`config.mk`:
```
export PLATFORM = sky130hd
export DESIGN_NAME = random_attack_ctrl
export DESIGN_NICKNAME = d
export VERILOG_FILES = /design/src/rtl/random_attack_ctrl.sv
export SDC_FILE = /design/constraint.sdc
export NUM_CORES = 1
export LEC_CHECK = 0
export ABC_AREA = 1
export CORE_AREA = 4 4 65 91
export CTS_CLUSTER_DIAMETER = 30
export DETAILED_ROUTE_END_ITERATION = 6
export DIE_AREA = 0 0 69 95
export GPL_TIMING_DRIVEN = 0
export SLEW_MARGIN = 0
export SYNTH_ARGS = -nofsm -noshare
export SYNTH_HDL_FRONTEND = slang
export SYNTH_SLANG_ARGS = --single-unit
```
`constraint.sdc`:
```
create_clock -name clk -period 2 [get_ports clk]
set_clock_uncertainty 0.2 [all_clocks]
set_input_delay 0.3 -clock clk [delete_from_list [all_inputs] [get_ports clk]]
set_output_delay 0.3 -clock clk [all_outputs]
set_load 0.02 [all_outputs]
```
`src/rtl/random_attack_ctrl.sv`:
```
// Random-shot controller: draws board cells from an 8-bit LFSR, reads the
// target cell, and marks it shot; falls back to a row-major scan after MAX_TRIES repeats.
module random_attack_ctrl #(
  parameter int         BOARD_DIM = 5,
  parameter int         MAX_TRIES = 8,
  parameter logic [7:0] SEED      = 8'hA5
) (
  input  logic       clk,
  input  logic       rst,
  input  logic       start,
  input  logic [1:0] target_player,
  output logic       mem_req,
  output logic       mem_we,
  output logic [1:0] mem_player,
  output logic [2:0] mem_row,
  output logic [2:0] mem_col,
  output logic [1:0] mem_wdata,
  input  logic       mem_gnt,
  input  logic       mem_rvalid,
  input  logic [1:0] mem_rdata,
  output logic       busy,
  output logic       done,
  output logic       hit,
  output logic       fail
);

  localparam int               TRY_W     = $clog2(MAX_TRIES + 2);
  localparam logic [TRY_W-1:0] TRIES_LIM = TRY_W'(MAX_TRIES);
  localparam logic [3:0]       DIM       = 4'(BOARD_DIM);
  localparam logic [2:0]       LAST      = 3'(BOARD_DIM - 1);

  typedef enum logic [2:0] {
    S_IDLE, S_GEN, S_RD_REQ, S_RD_WAIT, S_DECIDE, S_WR_REQ, S_DONE, S_REARM
  } state_t;

  state_t           r_state;
  logic [7:0]       r_lfsr;
  logic [TRY_W-1:0] r_tries;
  logic [2:0]       r_scan_row;
  logic [2:0]       r_scan_col;
  logic [1:0]       r_player;
  logic [2:0]       r_row;
  logic [2:0]       r_col;
  logic [1:0]       r_code;
  logic [1:0]       r_wdata;
  logic             r_mem_req;
  logic             r_mem_we;
  logic             r_busy;
  logic             r_done;
  logic             r_hit;
  logic             r_fail;

  logic       w_fb;
  logic [2:0] w_cand_row;
  logic [2:0] w_cand_col;
  logic       w_cand_ok;
  logic       w_scan_mode;
  logic       w_scan_last;

  // x^8+x^6+x^5+x^4+1 in Fibonacci form, shifting toward the MSB
  assign w_fb        = r_lfsr[7] ^ r_lfsr[5] ^ r_lfsr[4] ^ r_lfsr[3];
  assign w_cand_row  = r_lfsr[2:0];
  assign w_cand_col  = r_lfsr[5:3];
  assign w_cand_ok   = ({1'b0, w_cand_row} < DIM) && ({1'b0, w_cand_col} < DIM);
  assign w_scan_mode = (r_tries == TRIES_LIM);
  assign w_scan_last = (r_scan_row == LAST) && (r_scan_col == LAST);

  always_ff @(posedge clk) begin
    if (rst) begin
      r_state    <= S_IDLE;
      r_lfsr     <= SEED;
      r_tries    <= '0;
      r_scan_row <= '0;
      r_scan_col <= '0;
      r_mem_req  <= 1'b0;
      r_mem_we   <= 1'b0;
      r_busy     <= 1'b0;
      r_done     <= 1'b0;
      r_hit      <= 1'b0;
      r_fail     <= 1'b0;
    end else begin
      r_lfsr <= {r_lfsr[6:0], w_fb};
      r_done <= 1'b0;
      unique case (r_state)
        S_IDLE: begin
          if (start) begin
            r_player   <= target_player;
            r_tries    <= '0;
            r_scan_row <= '0;
            r_scan_col <= '0;
            r_hit      <= 1'b0;
            r_fail     <= 1'b0;
            r_busy     <= 1'b1;
            r_state    <= S_GEN;
          end
        end
        S_GEN: begin
          if (!start) begin
            r_busy  <= 1'b0;
            r_state <= S_IDLE;
          end else if (w_scan_mode) begin
            r_row     <= r_scan_row;
            r_col     <= r_scan_col;
            r_mem_req <= 1'b1;
            r_mem_we  <= 1'b0;
            r_state   <= S_RD_REQ;
          end else if (w_cand_ok) begin
            r_row     <= w_cand_row;
            r_col     <= w_cand_col;
            r_mem_req <= 1'b1;
            r_mem_we  <= 1'b0;
            r_state   <= S_RD_REQ;
          end
        end
        S_RD_REQ: begin
          if (!start) begin
            r_mem_req <= 1'b0;
            r_busy    <= 1'b0;
            r_state   <= S_IDLE;
          end else if (mem_gnt) begin
            r_mem_req <= 1'b0;
            r_state   <= S_RD_WAIT;
          end
        end
        S_RD_WAIT: begin
          // Aborting here drops the outstanding response; IDLE never samples rvalid
          if (!start) begin
            r_busy  <= 1'b0;
            r_state <= S_IDLE;
          end else if (mem_rvalid) begin
            r_code  <= mem_rdata;
            r_state <= S_DECIDE;
          end
        end
        S_DECIDE: begin
          if (!start) begin
            r_busy  <= 1'b0;
            r_state <= S_IDLE;
          end else if (!r_code[1]) begin
            r_wdata   <= {1'b1, r_code[0]};
            r_hit     <= r_code[0];
            r_mem_req <= 1'b1;
            r_mem_we  <= 1'b1;
            r_state   <= S_WR_REQ;
          end else if (w_scan_mode) begin
            if (w_scan_last) begin
              r_fail  <= 1'b1;
              r_done  <= 1'b1;
              r_state <= S_DONE;
            end else begin
              if (r_scan_col == LAST) begin
                r_scan_col <= '0;
                r_scan_row <= r_scan_row + 3'd1;
              end else begin
                r_scan_col <= r_scan_col + 3'd1;
              end
              r_state <= S_GEN;
            end
          end else begin
            r_tries <= r_tries + 1'b1;
            r_state <= S_GEN;
          end
        end
        S_WR_REQ: begin
          if (mem_gnt) begin
            r_mem_req <= 1'b0;
            r_mem_we  <= 1'b0;
            r_done    <= 1'b1;
            r_state   <= S_DONE;
          end
        end
        S_DONE: begin
          r_state <= S_REARM;
        end
        S_REARM: begin
          if (!start) begin
            r_busy  <= 1'b0;
            r_state <= S_IDLE;
          end
        end
        default: begin
          r_busy  <= 1'b0;
          r_state <= S_IDLE;
        end
      endcase
    end
  end

  assign mem_req    = r_mem_req;
  assign mem_we     = r_mem_we;
  assign mem_player = r_player;
  assign mem_row    = r_row;
  assign mem_col    = r_col;
  assign mem_wdata  = r_wdata;
  assign busy       = r_busy;
  assign done       = r_done;
  assign hit        = r_hit;
  assign fail       = r_fail;

endmodule
```
==> results.toml <==
[run_status]
status = "finished clean"

[clock_network]
clkSinkCount = 38
clock_latency_ns = 0.29
root_buffer = "clkbuf_8"
cts_buffer_depth = 2
htreeDepth = 2
cts-hold-fix-buffers = 0
cts_buffers = 5
cts_tree = "yes"
clk_pin_slew_worst_paths_ns = 0.08

[floorplanning]
start_util_pct = 39.35
io_pins = 25
die_y_um = 95
die-area_um2 = 6555
core_area_um2 = 5120
core.rowCount = 31
die_w_um = 69

[placed_design]
dp.cells = 338
port_buffers = 23
gp_congestion = 0.8826
preCtsSetupSlack_ns = -0.4304
dp_hpwl_mm = 3.164

[setup_path]
path_max_fanout = 10
slowest_delay_ns = 0.62
r2r-start = "r_scan_col[0]"
start_kind = "input port"
crit_slowest_cell = "clkdlybuf4s50_1"
worstPathArrival_ns = 1.69
crit_type = "in -> reg"
r2r-end = "r_scan_col[1]"
worst_r2r_path_depth = 8
crit_end = "mem_row[2]"
reg2reg_setup_slack_ns = 0.25
worstPathCellList = "clkdlybuf4s50_1 > inv_2 > nor3_1 > nand2_1 > a21oi_4"
cp-end-kind = "flip-flop"
crit_start = "start"
cp.required_ns = 1.79

[cells_and_area]
nets = 294
drive_gt1_share_pct = 16.07
syn2layout_area_growth_pct = 21.74
diodes = 0
n_fill_cell = 522
layoutNonFillerInstCount = 346

[sta]
min_period_ns = 1.907
slew_viol_final = 0
tns_ns = 0
tightest_slew_ns = 0.5056
slew_headroom_pct = 66.29
fmax_ghz = 0.5245
hold_viol = 0
setup_ws_ns = 0.09336
hold_slack_ns = 0.2171
rsz0062_at_grt = "no"
setup_viol = 0
post-route-period-util_pct = 95.33

[yosys]
synth.distinct_cells = 36
synth_nets = 264
seq_area_frac_synth_pct = 43.23
yosys_warnings = 0
synth-seq-cells = 38
syn_area_um2 = 2014
syn_inst = 249
avgSynthCellArea_um2 = 8.090

[route]
viasPerCell = 4.780
drtPass1Iterations = 4
first_iter_violations = 100
drc = 0
vias = 1654
routed_wirelength_mm = 4.051
final_antenna_net_count = 0
wl_per_cell_um = 11.71

[grt]
overflow = 0
grtUsageTotal_pct = 13.68
grt_pass1_vias = 1642
grt_pass1_wl_mm = 7.272
antenna_found_initial = 0
grt_max_degree = 14

[power_and_ir_drop]
p_leak_nw = 0.9889
total_power_mw = 2.775
power_density_nw_per_um2 = 1132
vdd_ir_drop_max_v = 0.0005545

[min_path]
min_path_type = "reg -> reg"

[job]
cap_viol_max_count = 0
-- final cells by class --
| class | count | area (µm²) | area share, % |
|---|---|---|---|
| multi-input cells | 180 | 1008 | 41.12 |
| inverters | 26 | 105.1 | 4.286 |
| repair buffers | 23 | 230.2 | 9.388 |
| well taps | 66 | 82.58 | 3.367 |
| plain buffers | 5 | 41.29 | 1.684 |
| clock buffers | 5 | 68.82 | 2.806 |
| flip-flops and latches | 38 | 870.8 | 35.51 |
| clock inverters | 3 | 45.04 | 1.837 |
-- synth_stat cells --
cell	n	area [µm²]
nand2_1	58	217.7
nor2_1	31	116.4
dfxtp_1	27	540.5
inv_1	19	71.32
nand3_1	14	70.07
o21ai_0	13	65.06
a21oi_1	12	60.06
edfxtp_1	11	330.3
ha_1	6	75.07
nand4_1	6	37.54
inv_2	5	18.77
nand2_4	5	56.30
nor2_2	4	25.02
or2_2	4	25.02
xor2_1	4	35.03
a21oi_2	3	26.28
nor2_4	3	33.78
a31oi_1	2	12.51
buf_4	2	15.01
buf_6	2	22.52
nand2_2	2	12.51
o21ai_1	2	10.01
a22oi_1	1	7.510
clkbuf_1	1	3.750
clkinv_1	1	3.750
conb_1	1	3.750
inv_8	1	11.26
nand3_2	1	10.01
nand3_4	1	17.52
nand3b_1	1	7.510
nor2_8	1	20.02
nor3_1	1	5.000
o21ai_4	1	16.27
o22ai_1	1	6.260
xnor2_1	1	8.760
xor2_2	1	16.27
-- state kept, by name, summed over array words and instances, names as in the netlist --
register and flops:
busy 1, done 1, fail 1, hit 1
mem_col 3, mem_player 2, mem_req 1, mem_row 3
mem_wdata 1, mem_we 1, r_code 2, r_lfsr 8
r_scan_col 3, r_scan_row 3, r_state 3, r_tries 4
-- per-layer routing --
layer  global-route usage [%]  part of all wire [%]  vias to the layer above
met5                        0                     0                        -
met4                    7.492                   1.9                        0
met3                    2.449                   3.3                        7
met2                    23.57                    51                       30
met1                    16.09                    44                      755
li1                         -                     -                      862
-- timing repair --
action	in CTS	in global routing
setup buffers	0	0
endpoints found under the setup margin	6	6
resized for setup	1	1
-- worst min path at each step --
stage                         start        end  slack, ns  cells past startpoint
after detailed placement  r_lfsr[6]  r_lfsr[7]       0.21                      1
after global placement    r_lfsr[6]  r_lfsr[7]       0.19                      1
after global routing      r_lfsr[6]  r_lfsr[7]       0.24                      1
final                     r_lfsr[6]  r_lfsr[7]       0.22                      1
after CTS                 r_lfsr[6]  r_lfsr[7]       0.23                      1
after floorplan                 rst       done       0.17                      1
-- worst max-delay path: cells and delay by family --
kind / cells / cell delay (ns)
buf+inv: 2 / 0.78
compound gates: 1 / 0.22
simple gates: 2 / 0.39
-- kinds of logic (layout without fill, tap and decap cells) --
family          Yosys count  count (layout)  share of synthesized area [%]
simple gates            132             132                          32.48
compound gates           35              35                          10.12
flops                    38              38                          43.23
other cells               1               1                         0.1862
fa+ha+maj                 6               6                          3.727
buf+inv                  31              62                          7.267
xor+xnor                  6               6                          2.981
-- power breakdown --
part / internal, mW / switching, mW
sequential: 0.907 / 0.0963
combinational: 0.419 / 0.698
clock: 0.371 / 0.284
-- metrics by stage --
stage | utilization (%) | instance area (µm²)
2_1_floorplan | - | 2014
3_3_place_gp | 45.45 | 2327
3_5_place_dp | 45.45 | 2327
4_1_cts | 47.75 | 2445
5_1_grt | 47.90 | 2452
6_report | 47.90 | 2452
-- cells in the final DEF, fill, tap and decap left out, types with 2 or more instances in the layout --
cell | Yosys | final
nand2_1 | 58 | 58
nor2_1 | 31 | 31
xor2_1 | 4 | 4
nand2_4 | 5 | 5
dfxtp_1 | 27 | 27
a21oi_1 | 12 | 11
clkdlybuf4s50_1 | 0 | 23
nand4_1 | 6 | 6
a21oi_2 | 3 | 3
inv_1 | 19 | 19
clkinvlp_4 | 0 | 2
nand2_2 | 2 | 2
nor2_2 | 4 | 4
inv_2 | 5 | 5
buf_6 | 2 | 2
o21ai_1 | 2 | 2
o21ai_0 | 13 | 13
buf_4 | 2 | 2
nor2_4 | 3 | 3
a31oi_1 | 2 | 2
nand3_1 | 14 | 14
clkbuf_8 | 0 | 5
edfxtp_1 | 11 | 11
or2_2 | 4 | 4
ha_1 | 6 | 6
Note: power is estimated with default switching activity, not from simulation.
